**config.mk**
```make
export PLATFORM = sky130hd
export DESIGN_NAME = decode_issue
export DESIGN_NICKNAME = d
export VERILOG_FILES = /design/src/rtl/decode_issue.sv
export SDC_FILE = /design/constraint.sdc
export NUM_CORES = 1
export LEC_CHECK = 0
export BUFFER_PORTS_ARGS = -buffer_cell sky130_fd_sc_hd__buf_2
export CORE_MARGIN = 4
export CORE_UTILIZATION = 54
export CTS_BUF_LIST = sky130_fd_sc_hd__clkbuf_8
export DETAILED_ROUTE_END_ITERATION = 7
export PLACE_DENSITY = 0.92
export SYNTH_ARGS = -nofsm -noshare
export SYNTH_HDL_FRONTEND = slang
export SYNTH_SLANG_ARGS = --single-unit
export TNS_END_PERCENT = 30
```
**constraint.sdc**
```tcl
create_clock -name clk -period 3.2 [get_ports clk]
set_input_delay 0.16 -clock clk [delete_from_list [all_inputs] [get_ports clk]]
set_output_delay 0.16 -clock clk [all_outputs]
set_load 0.1 [all_outputs]
```
**src/rtl/decode_issue.sv**
```systemverilog
// decode_issue: consumer end of the fetch interface. Decodes a two-slot
// 64-bit bundle, checks RAW hazards against a load-latency scoreboard,
// splits bundles when slot B depends on slot A, and drives interlock and
// the direct-jump redirect back to fetch in the same cycle.
// Optional feature: define DECODE_STALL_STATS_EN to add the stall_count output.
module decode_issue #(
    parameter logic [5:0]  OP_NOP   = 6'd0,
    parameter logic [5:0]  OP_JUMP  = 6'd2,
    parameter logic [5:0]  OP_LOAD  = 6'd35,
    parameter int unsigned LOAD_LAT = 3
) (
    input  logic        clk,
    input  logic        rstn,
    input  logic [31:0] pc_in,
    input  logic [63:0] inst_in,
    input  logic        flush,
    output logic        interlock,
    output logic        branch_flag,
    output logic [31:0] branch_pc,
    output logic [31:0] issue_pc,
`ifdef DECODE_STALL_STATS_EN
    output logic [31:0] stall_count,
`endif
    output logic [63:0] issue_inst
);

    localparam int unsigned NREG       = 32;
    localparam logic [31:0] NOP_SLOT   = {OP_NOP, 26'b0};
    localparam logic [63:0] NOP_BUNDLE = {NOP_SLOT, NOP_SLOT};
    localparam logic [1:0]  LOAD_INIT  = 2'(LOAD_LAT - 1);

    typedef enum logic {RUN, SPLIT} state_t;

    state_t      state, state_nxt;
    logic [1:0]  cnt     [NREG];
    logic [1:0]  cnt_nxt [NREG];
    logic [31:0] busy;
    logic [63:0] issue_nxt;
    logic [31:0] pc_nxt;
    logic        interlock_int, branch_int;
    logic [31:0] branch_pc_int;
    logic        haz_a, haz_b;

    logic [31:0] slot_a, slot_b;
    assign slot_a = inst_in[63:32];
    assign slot_b = inst_in[31:0];

    // Slots other than no-op and jump read rs/rt and write rd.
    function automatic logic is_writer(input logic [31:0] s);
        return (s[31:26] != OP_NOP) && (s[31:26] != OP_JUMP);
    endfunction

    function automatic logic reads_busy(input logic [31:0] s, input logic [31:0] b);
        return is_writer(s) && (b[s[20:16]] || b[s[15:11]]);
    endfunction

    function automatic logic [31:0] jump_target(input logic [31:0] s);
        return {6'b0, s[25:0]};
    endfunction

    // Busy vector from the scoreboard; register 0 is never busy.
    always_comb begin
        busy = '0;
        for (int i = 1; i < NREG; i++) busy[i] = (cnt[i] != 2'd0);
    end

    // Hazard detection for both slots, including the intra-bundle A->B dependency.
    always_comb begin
        haz_a = reads_busy(slot_a, busy);
        haz_b = reads_busy(slot_b, busy)
              || (is_writer(slot_a) && is_writer(slot_b) && (slot_a[25:21] != 5'd0)
                  && ((slot_b[20:16] == slot_a[25:21]) || (slot_b[15:11] == slot_a[25:21])));
    end

    // State register.
    always_ff @(posedge clk) begin
        if (!rstn) state <= RUN;
        else       state <= state_nxt;
    end

    // Next-state and issue/redirect decisions.
    always_comb begin
        state_nxt     = state;
        interlock_int = 1'b0;
        branch_int    = 1'b0;
        branch_pc_int = '0;
        issue_nxt     = NOP_BUNDLE;
        pc_nxt        = '0;
        case (state)
            RUN: begin
                if (flush) begin
                    state_nxt = RUN;
                end else if (haz_a) begin
                    interlock_int = 1'b1;
                end else if (slot_a[31:26] == OP_JUMP) begin
                    branch_int    = 1'b1;
                    branch_pc_int = jump_target(slot_a);
                end else if (haz_b) begin
                    issue_nxt     = {slot_a, NOP_SLOT};
                    pc_nxt        = pc_in;
                    interlock_int = 1'b1;
                    state_nxt     = SPLIT;
                end else if (slot_b[31:26] == OP_JUMP) begin
                    issue_nxt     = {slot_a, NOP_SLOT};
                    pc_nxt        = pc_in;
                    branch_int    = 1'b1;
                    branch_pc_int = jump_target(slot_b);
                end else begin
                    issue_nxt = inst_in;
                    pc_nxt    = pc_in;
                end
            end
            SPLIT: begin
                if (flush) begin
                    state_nxt = RUN;
                end else if (reads_busy(slot_b, busy)) begin
                    interlock_int = 1'b1;
                end else if (slot_b[31:26] == OP_JUMP) begin
                    branch_int    = 1'b1;
                    branch_pc_int = jump_target(slot_b);
                    state_nxt     = RUN;
                end else begin
                    issue_nxt = {NOP_SLOT, slot_b};
                    pc_nxt    = pc_in;
                    state_nxt = RUN;
                end
            end
            default: state_nxt = RUN;
        endcase
    end

    assign interlock   = rstn & interlock_int;
    assign branch_flag = rstn & branch_int;
    assign branch_pc   = rstn ? branch_pc_int : 32'd0;

    // Scoreboard next value: age every counter, then apply writes from issued slots.
    always_comb begin
        for (int i = 0; i < NREG; i++)
            cnt_nxt[i] = (cnt[i] != 2'd0) ? cnt[i] - 2'd1 : 2'd0;
        if (is_writer(issue_nxt[63:32]) && (issue_nxt[57:53] != 5'd0))
            cnt_nxt[issue_nxt[57:53]] = (issue_nxt[63:58] == OP_LOAD) ? LOAD_INIT : 2'd0;
        if (is_writer(issue_nxt[31:0]) && (issue_nxt[25:21] != 5'd0))
            cnt_nxt[issue_nxt[25:21]] = (issue_nxt[31:26] == OP_LOAD) ? LOAD_INIT : 2'd0;
    end

    // Issue registers and scoreboard.
    always_ff @(posedge clk) begin
        if (!rstn) begin
            issue_inst <= NOP_BUNDLE;
            issue_pc   <= '0;
            for (int i = 0; i < NREG; i++) cnt[i] <= 2'd0;
        end else begin
            issue_inst <= issue_nxt;
            issue_pc   <= pc_nxt;
            for (int i = 0; i < NREG; i++) cnt[i] <= cnt_nxt[i];
        end
    end

`ifdef DECODE_STALL_STATS_EN
    // Count interlocked cycles; wraps naturally.
    always_ff @(posedge clk) begin
        if (!rstn)          stall_count <= '0;
        else if (interlock) stall_count <= stall_count + 32'd1;
    end
`endif

endmodule

```
==> results of run 1 <==
==> cell usage after synthesis, drive strengths merged (10+ instances only) <==
cell	count	area, um2
nand2	59	221
and3	12	75.1
nor2	55	206
nand4	13	81.3
inv	19	71.3
xnor2	10	87.6
nor3b	53	403
and2	63	394
clkbuf	33	124
mux2	15	169
mux2i	14	140
mux4	29	661
or3	15	93.8
nand3b	24	180
a21oi	25	129
dfxtp	159	3180
buf	35	218
nor4	16	119
nor3	58	300
nand3	24	120
a22o	23	201
==> cells by family after synthesis <==
| kind of cell | after synthesis |
|---|---|
| multiplexers | 58 |
| flip-flops | 159 |
| XOR/XNOR | 10 |
| AND/OR/NAND/NOR | 422 |
| other | 1 |
| buffers and inverters | 87 |
| AO/OA/AOI/OAI | 129 |
==> routing by layer <==
layer	track usage	overflow
met1	0.748	7
met2	0.901	45
met3	0.680	5
met4	0.737	33
met5	0.441	2
==> repair_timing <==
| action | 4_1_cts |
|---|---|
| hold endpoints to repair | 70 |
| buffers inserted | 10 |
| hold buffers | 70 |
| gates cloned | 3 |
| pin swaps | 19 |
| resized for setup | 69 |
| endpoints found under the setup margin | 28 |
==> stage by stage <==
step	setup TNS (ps)	util	setup slack [ps]	hold WS (ps)	cell area (um2)
after floorplan	-614	-	-36.1	280	8130
after global placement	0	0.679	183	372	9900
after detailed placement	0	0.679	63.1	377	9900
after CTS	-3920	0.779	-183	14.8	11400
==> metrics.yaml, run 1 <==
global_routing:
  grt_usage: 0.767
  grt_max_degree: 52
  gr-total-overflow: 92
synthesis:
  async_flop_share: 0
  synth_area_um2: 8060
  synthCells: 866
  synthAdderAreaFrac: 0
  synthMuxAreaShare: 0.120
  synth-xor-area-share: 0.0109
  synth_top_family_by_area: "simple AND/OR/NAND/NOR gates"
  ys_seq_area_frac: 0.395
  yosysWarnings: 0
  avgSynthCellArea_um2: 9.31
  synth_compound_area_frac: 0.124
  synth_edf_count: 0
  yosys.area_share.simple: 0.298
  synth_ff_type: "dfxtp_1"
  ys_types: 68
  ys_ff_latch: 159
clock_network:
  cts.sinks: 159
  htree_levels: 4
  clockBufferDepth: 2
  cts_made_buffers: 17
  root_buffer: "clkbuf_8"
floorplan:
  die_w_um: 130
  pin_count: 229
  start_util: 0.552
  rows: 44
  die_y_um: 130
outcome:
  status: "did not finish"
  error: "[ERROR GRT-0232] Routing congestion too high. Check the congestion heatmap in the GUI."
  lastStage: "global routing"
placed_design:
  dp_hpwl_um: 20200
  io_buffers: 222
  gp_congestion: 1.04
  dp.cells: 1248
==> run 2: changes to the inputs <==
--- a/config.mk
+++ b/config.mk
@@ -7,10 +7,9 @@
 export LEC_CHECK = 0
 export BUFFER_PORTS_ARGS = -buffer_cell sky130_fd_sc_hd__buf_2
 export CORE_MARGIN = 4
-export CORE_UTILIZATION = 54
-export CTS_BUF_LIST = sky130_fd_sc_hd__clkbuf_8
+export CORE_UTILIZATION = 40
 export DETAILED_ROUTE_END_ITERATION = 7
-export PLACE_DENSITY = 0.92
+export PLACE_DENSITY_LB_ADDON = 0.15
 export SYNTH_ARGS = -nofsm -noshare
 export SYNTH_HDL_FRONTEND = slang
 export SYNTH_SLANG_ARGS = --single-unit
==> metrics.yaml, run 2 <==
synthesis:
  synthAdderAreaFrac: 0
  ys_types: 68
  async_flop_share: 0
  synth_edf_count: 0
  ys_ff_latch: 159
  yosys.area.top_type: "dfxtp_1"
  synth_compound_area_frac: 0.124
  synth_ff_type: "dfxtp_1"
  synth_top_area_frac: 0.395
  yosys.area_share.simple: 0.298
  avgSynthCellArea_um2: 9.31
  synth-xor-area-share: 0.0109
  synthCells: 866
  synth_area_um2: 8060
  post-synth-top-count-cell: "dfxtp_1"
  synth_top_family_by_area: "simple AND/OR/NAND/NOR gates"
  yosysWarnings: 0
  ys_top_cells_by_count: "dfxtp_1, and2_1, nand2_1"
  ys_seq_area_frac: 0.395
  synthMuxAreaShare: 0.120
  synthTopCellsByArea: "dfxtp_1, mux4_2, and2_1"
detailed_routing:
  routed_wl_um: 29700
  drc: 0
  dr.pass1.iters: 6
  vias: 8161
  avgRoutedWirePerCell_um: 20.6
  ant_nets: 0
  vias_per_cell: 5.65
  dr.first_iter.drc_count: 751
timing:
  tns_ps: -5080
  skew_ps: 17.3
  holdWs_ps: 28.5
  fin_crit_ps: 3450
  period_share: 1.08
  worst_slew_pin_slew_ps: 1030
  fin_ws_ps: -245
  fmax_mhz: 290
  rsz0062_at_grt: "true"
  finalSetupViolCount: 27
  drv_slew: 0
  max-slew-margin-rel: 0.311
  hold_viol_final: 0
floorplan:
  rows: 51
  die_y_um: 150
  start_util: 0.410
  die_area_um2: 22500
  pin_count: 229
  core_region_area_um2: 19700
  die_w_um: 150
setup_path:
  r2r_start: "cnt[1][21]"
  required_ps: 3040
  crit_chain: "nor2_2 -> mux4_2 -> and3_1 -> o41ai_2 -> a211o_1 -> buf_12 -> buf_4 -> buf_4 -> nand3_1 -> a21oi_4 -> buf_12"
  crit_type: "flop to output port"
  slowest_stage: "mux4_2"
  cp-start-kind: "flop"
  arrival_ps: 3290
  cp_max_fo: 9
  reg2reg_slack_ps: 10
  reg2regPathDepth: 10
  r2r-end: "cnt[1][27]"
  cpPeakStageDelay_ps: 470
  cp-end-kind: "output port"
clock_network:
  path_clk_slew_ps: 70
  cts_tree: "built"
  cts_made_buffers: 17
  cts.sinks: 159
  clk_latency_ps: 440
  htree_levels: 4
  root_buffer: "clkbuf_16"
  clockBufferDepth: 2
min_path:
  min_path_cells: 2
  whs_endpoint: "issue_inst[46]"
  worstHoldStart: "inst_in[46]"
  min-delay-path-class: "input port to flop"
placed_design:
  io_buffers: 222
  gp_congestion: 0.955
  dp_hpwl_um: 20800
  dp.cells: 1336
global_routing:
  gr-total-overflow: 0
  grt_max_degree: 51
  grt_usage: 0.257
  grt_first_pass_wirelength_um: 44200
  grt_pass1_vias: 7749
  antenna_found_initial: 0
layout:
  nets: 1267
  syn_to_final_growth_pct: 45.7
  final_cell_mix: "buf_2, dfxtp_1, dlygate4sd3_1"
  regMostFlops: "issue_inst"
  final_common_cell: "buf_2"
  fin_cells: 1444
  largest_register_ff_count: 64
  top_regs: "issue_inst x64, cnt x62, issue_pc x32"
  drive_gt1_frac: 0.361
  antennaDiodeCount: 0
outcome:
  status: "complete, but fails checks"
  violations: "negative setup slack"
power_and_ir_drop:
  powerDensity_nw_per_um2: 427
  ir_drop_uv: 356
  power_leakage_nw: 4.75
  power_mw: 5.01
run:
  maxCapViolCount: 0
## run 2: power by group
part | internal, mW | switching [mW]
logic | 0.316 | 0.779
registers | 2.03 | 0.0111
clock network | 1.06 | 0.819
total | 3.40 | 1.61
## run 2: logic make-up (layout without fill, tap and decap cells)
| kind of cell | Yosys count | count (layout) |
|---|---|---|
| buffers and inverters | 87 | 395 |
| AOI/OAI and AO/OA | 129 | 129 |
| other | 1 | 6 |
| and+or+nand+nor | 422 | 422 |
| DFF | 159 | 159 |
| muxes | 58 | 58 |
| xor gates and xnor gates | 10 | 10 |
## run 2: repair_timing
action	CTS	global route
resized for setup	43	19
pin swaps	8	4
endpoints found under the hold margin	65	0
endpoints found under the setup margin	28	59
hold buffers	65	0
setup buffers	7	2
cloned	3	1
## run 2: worst max path at each step
stage,end,start,cells after the start
after floorplan,branch_pc[13],cnt[1][23],10
after global placement,cnt[1][27],inst_in[11],9
after detailed placement,cnt[1][27],inst_in[16],9
after CTS,branch_pc[22],cnt[1][21],12
after global routing,interlock,cnt[1][7],11
final,interlock,cnt[1][27],11
## run 2: per-stage QoR
stage / util / setup WS (ps) / area [um2]
after floorplan: - / -36.1 / 8130
after global placement: 0.513 / 40.1 / 10100
after detailed placement: 0.513 / 59.2 / 10100
after CTS: 0.589 / -195 / 11600
after global routing: 0.598 / -354 / 11700
final: 0.598 / -245 / 11700
## run 2: cell type report
| cell class | count | area (um2) |
|---|---|---|
| Sequential cell | 159 | 3190 |
| Fill cell | 1699 | 7910 |
| Clock inverter | 9 | 88.8 |
| Tap cell | 265 | 332 |
| Clock buffer | 21 | 440 |
| Timing Repair Buffer | 346 | 2810 |
| Multi-Input combinational cell | 625 | 4820 |
| Inverter | 19 | 71.3 |
## run 2: critical path, delay by kind of cell (launching register included)
family | cells | cell delay [ps]
compound gates | 3 | 890
buf+inv | 4 | 690
flops | 1 | 360
mux | 1 | 470
simple gates | 3 | 420
## run 2: routing by layer
metal  vias to the layer above  wire, um  global-route usage
met2                       447     14300               0.428
met1                      3856     11800               0.322
li1                       3790         -                   -
met3                        68      2860              0.0672
met5                         -         0                   0
met4                         0       767              0.0901
Power figures use the tool's default switching activity.
==> run 3: changes to the inputs <==
--- a/config.mk
+++ b/config.mk
@@ -7,7 +7,7 @@
 export LEC_CHECK = 0
 export BUFFER_PORTS_ARGS = -buffer_cell sky130_fd_sc_hd__buf_2
 export CORE_MARGIN = 4
-export CORE_UTILIZATION = 40
+export CORE_UTILIZATION = 37
 export DETAILED_ROUTE_END_ITERATION = 7
 export PLACE_DENSITY_LB_ADDON = 0.15
 export SYNTH_ARGS = -nofsm -noshare
==> metrics.yaml, run 3 (synthesized netlist as in run 2, its figures left out) <==
clock_network:
  clk_latency_ps: 430
  cts_made_buffers: 17
  cts.sinks: 159
  root_buffer: "clkbuf_16"
  path_clk_slew_ps: 60
  htree_levels: 4
  cts_tree: "built"
  clockBufferDepth: 2
global_routing:
  grt_max_degree: 51
  antenna_found_initial: 1
  gr-total-overflow: 0
  grt_pass1_vias: 7854
  grt_first_pass_wirelength_um: 45700
  grt_usage: 0.244
placed_design:
  gp_congestion: 0.924
  post_dp_cell_area_um2: 10200
  dp.cells: 1364
  io_buffers: 222
  dp_worst_setup_slack_ps: 1.08
  dp_hpwl_um: 22000
detailed_routing:
  routed_wl_um: 30700
  vias: 8157
  dr.pass1.iters: 5
  ant_nets: 0
  drc: 0
  avgRoutedWirePerCell_um: 20.9
  vias_per_cell: 5.56
  dr.first_iter.drc_count: 761
layout:
  syn_to_final_growth_pct: 45.4
  top_regs: "issue_inst x64, cnt x62, issue_pc x32"
  largest_register_ff_count: 64
  final_cell_mix: "buf_2, dfxtp_1, dlygate4sd3_1"
  fin_area_um2: 11700
  nets: 1279
  antennaDiodeCount: 0
  drive_gt1_frac: 0.365
  fin_cells: 1468
  final_common_cell: "buf_2"
  regMostFlops: "issue_inst"
timing:
  fin_ws_ps: -289
  period_share: 1.09
  drv_slew: 0
  max-slew-margin-rel: 0.451
  hold_viol_final: 0
  rsz0062_at_grt: "true"
  worst_slew_pin_slew_ps: 821
  fin_crit_ps: 3490
  fmax_mhz: 287
  finalSetupViolCount: 27
  skew_ps: 10.9
  tns_ps: -5760
floorplan:
  die_area_um2: 24200
  pin_count: 229
  start_util: 0.380
  rows: 53
  die_w_um: 156
  die_y_um: 156
  core_region_area_um2: 21200
power_and_ir_drop:
  powerDensity_nw_per_um2: 436
  power_mw: 5.11
  ir_drop_uv: 292
  power_leakage_nw: 4.76
setup_path:
  crit_type: "flop to output port"
  required_ps: 3040
  cp-end-kind: "output port"
  arrival_ps: 3330
  cp-start-kind: "flop"
  cp_max_fo: 12
outcome:
  violations: "negative setup slack"
  status: "complete, but fails checks"
run:
  maxCapViolCount: 0
min_path:
  min-delay-path-class: "input port to flop"
-- run 3: changes by cell type in the layout (fill, tap and decap cells not counted), sizes merged --
| cell | delta |
|---|---|
| buf | +13 |
| inv | +3 |
| clkinvlp | +1 |
| bufbuf | -1 |
| a21o | +1 |
| clkbuf | -3 |
-- run 3: what timing repair did --
action,4_1_cts,5_1_grt
gates cloned,2,0
hold buffers,65,0
hold endpoints to repair,65,0
resized for setup,18,33
endpoints found under the setup margin,28,64
setup buffers,6,1
pin swaps,8,6
-- run 3: worst max-delay path: stages, from the launching register on --
cell and delay (ps):
dfxtp_2 340, nor3_2 170, a211oi_1 80, or4_1 570
a32o_2 310, a211o_1 280, buf_6 140, a21o_4 200
nor3_4 150, buf_6 240, a22o_1 220, buf_12 190
-- run 3: layer usage --
| metal | vias up | routed length [um] | global-route usage |
|---|---|---|---|
| li1 | 3811 | - | - |
| met1 | 3879 | 12900 | 0.317 |
| met4 | 0 | 903 | 0.0917 |
| met2 | 394 | 14300 | 0.396 |
| met5 | - | 0 | 0 |
| met3 | 73 | 2610 | 0.0569 |
-- run 3: path summary, 6_finish.rpt --
path / depth (start not counted) / slack [ps] / start / endpoint
worst min register to register: 1 / 470 / cnt[0][10] / cnt[0][10]
worst min-delay path: 2 / 30 / inst_in[46] / issue_inst[46]
worst max-delay path: 11 / -290 / cnt[1][20] / branch_pc[19]
worst max register to register: 10 / 40 / cnt[1][20] / cnt[1][27]
-- run 3: report_power, final --
part	internal [mW]	switching, mW	total, mW
clock	1.10	0.883	1.99
sequential	2.02	0.0116	2.04
combinational	0.309	0.777	1.09
total	3.44	1.67	5.11
-- run 3: layout make-up --
class / count / area, um2
Fill cell: 1888 / 9500
Multi-Input combinational cell: 626 / 4780
Sequential cell: 159 / 3190
Timing Repair Buffer: 357 / 2760
Clock buffer: 19 / 443
Tap cell: 275 / 344
Clock inverter: 13 / 125
Inverter: 19 / 71.3
-- run 3: stage by stage --
step / hold WS [ps] / utilization
after floorplan: 280 / -
after global placement: 373 / 0.481
after detailed placement: 379 / 0.481
after CTS: 6.83 / 0.546
after global routing: 43.6 / 0.552
final: 29.9 / 0.552
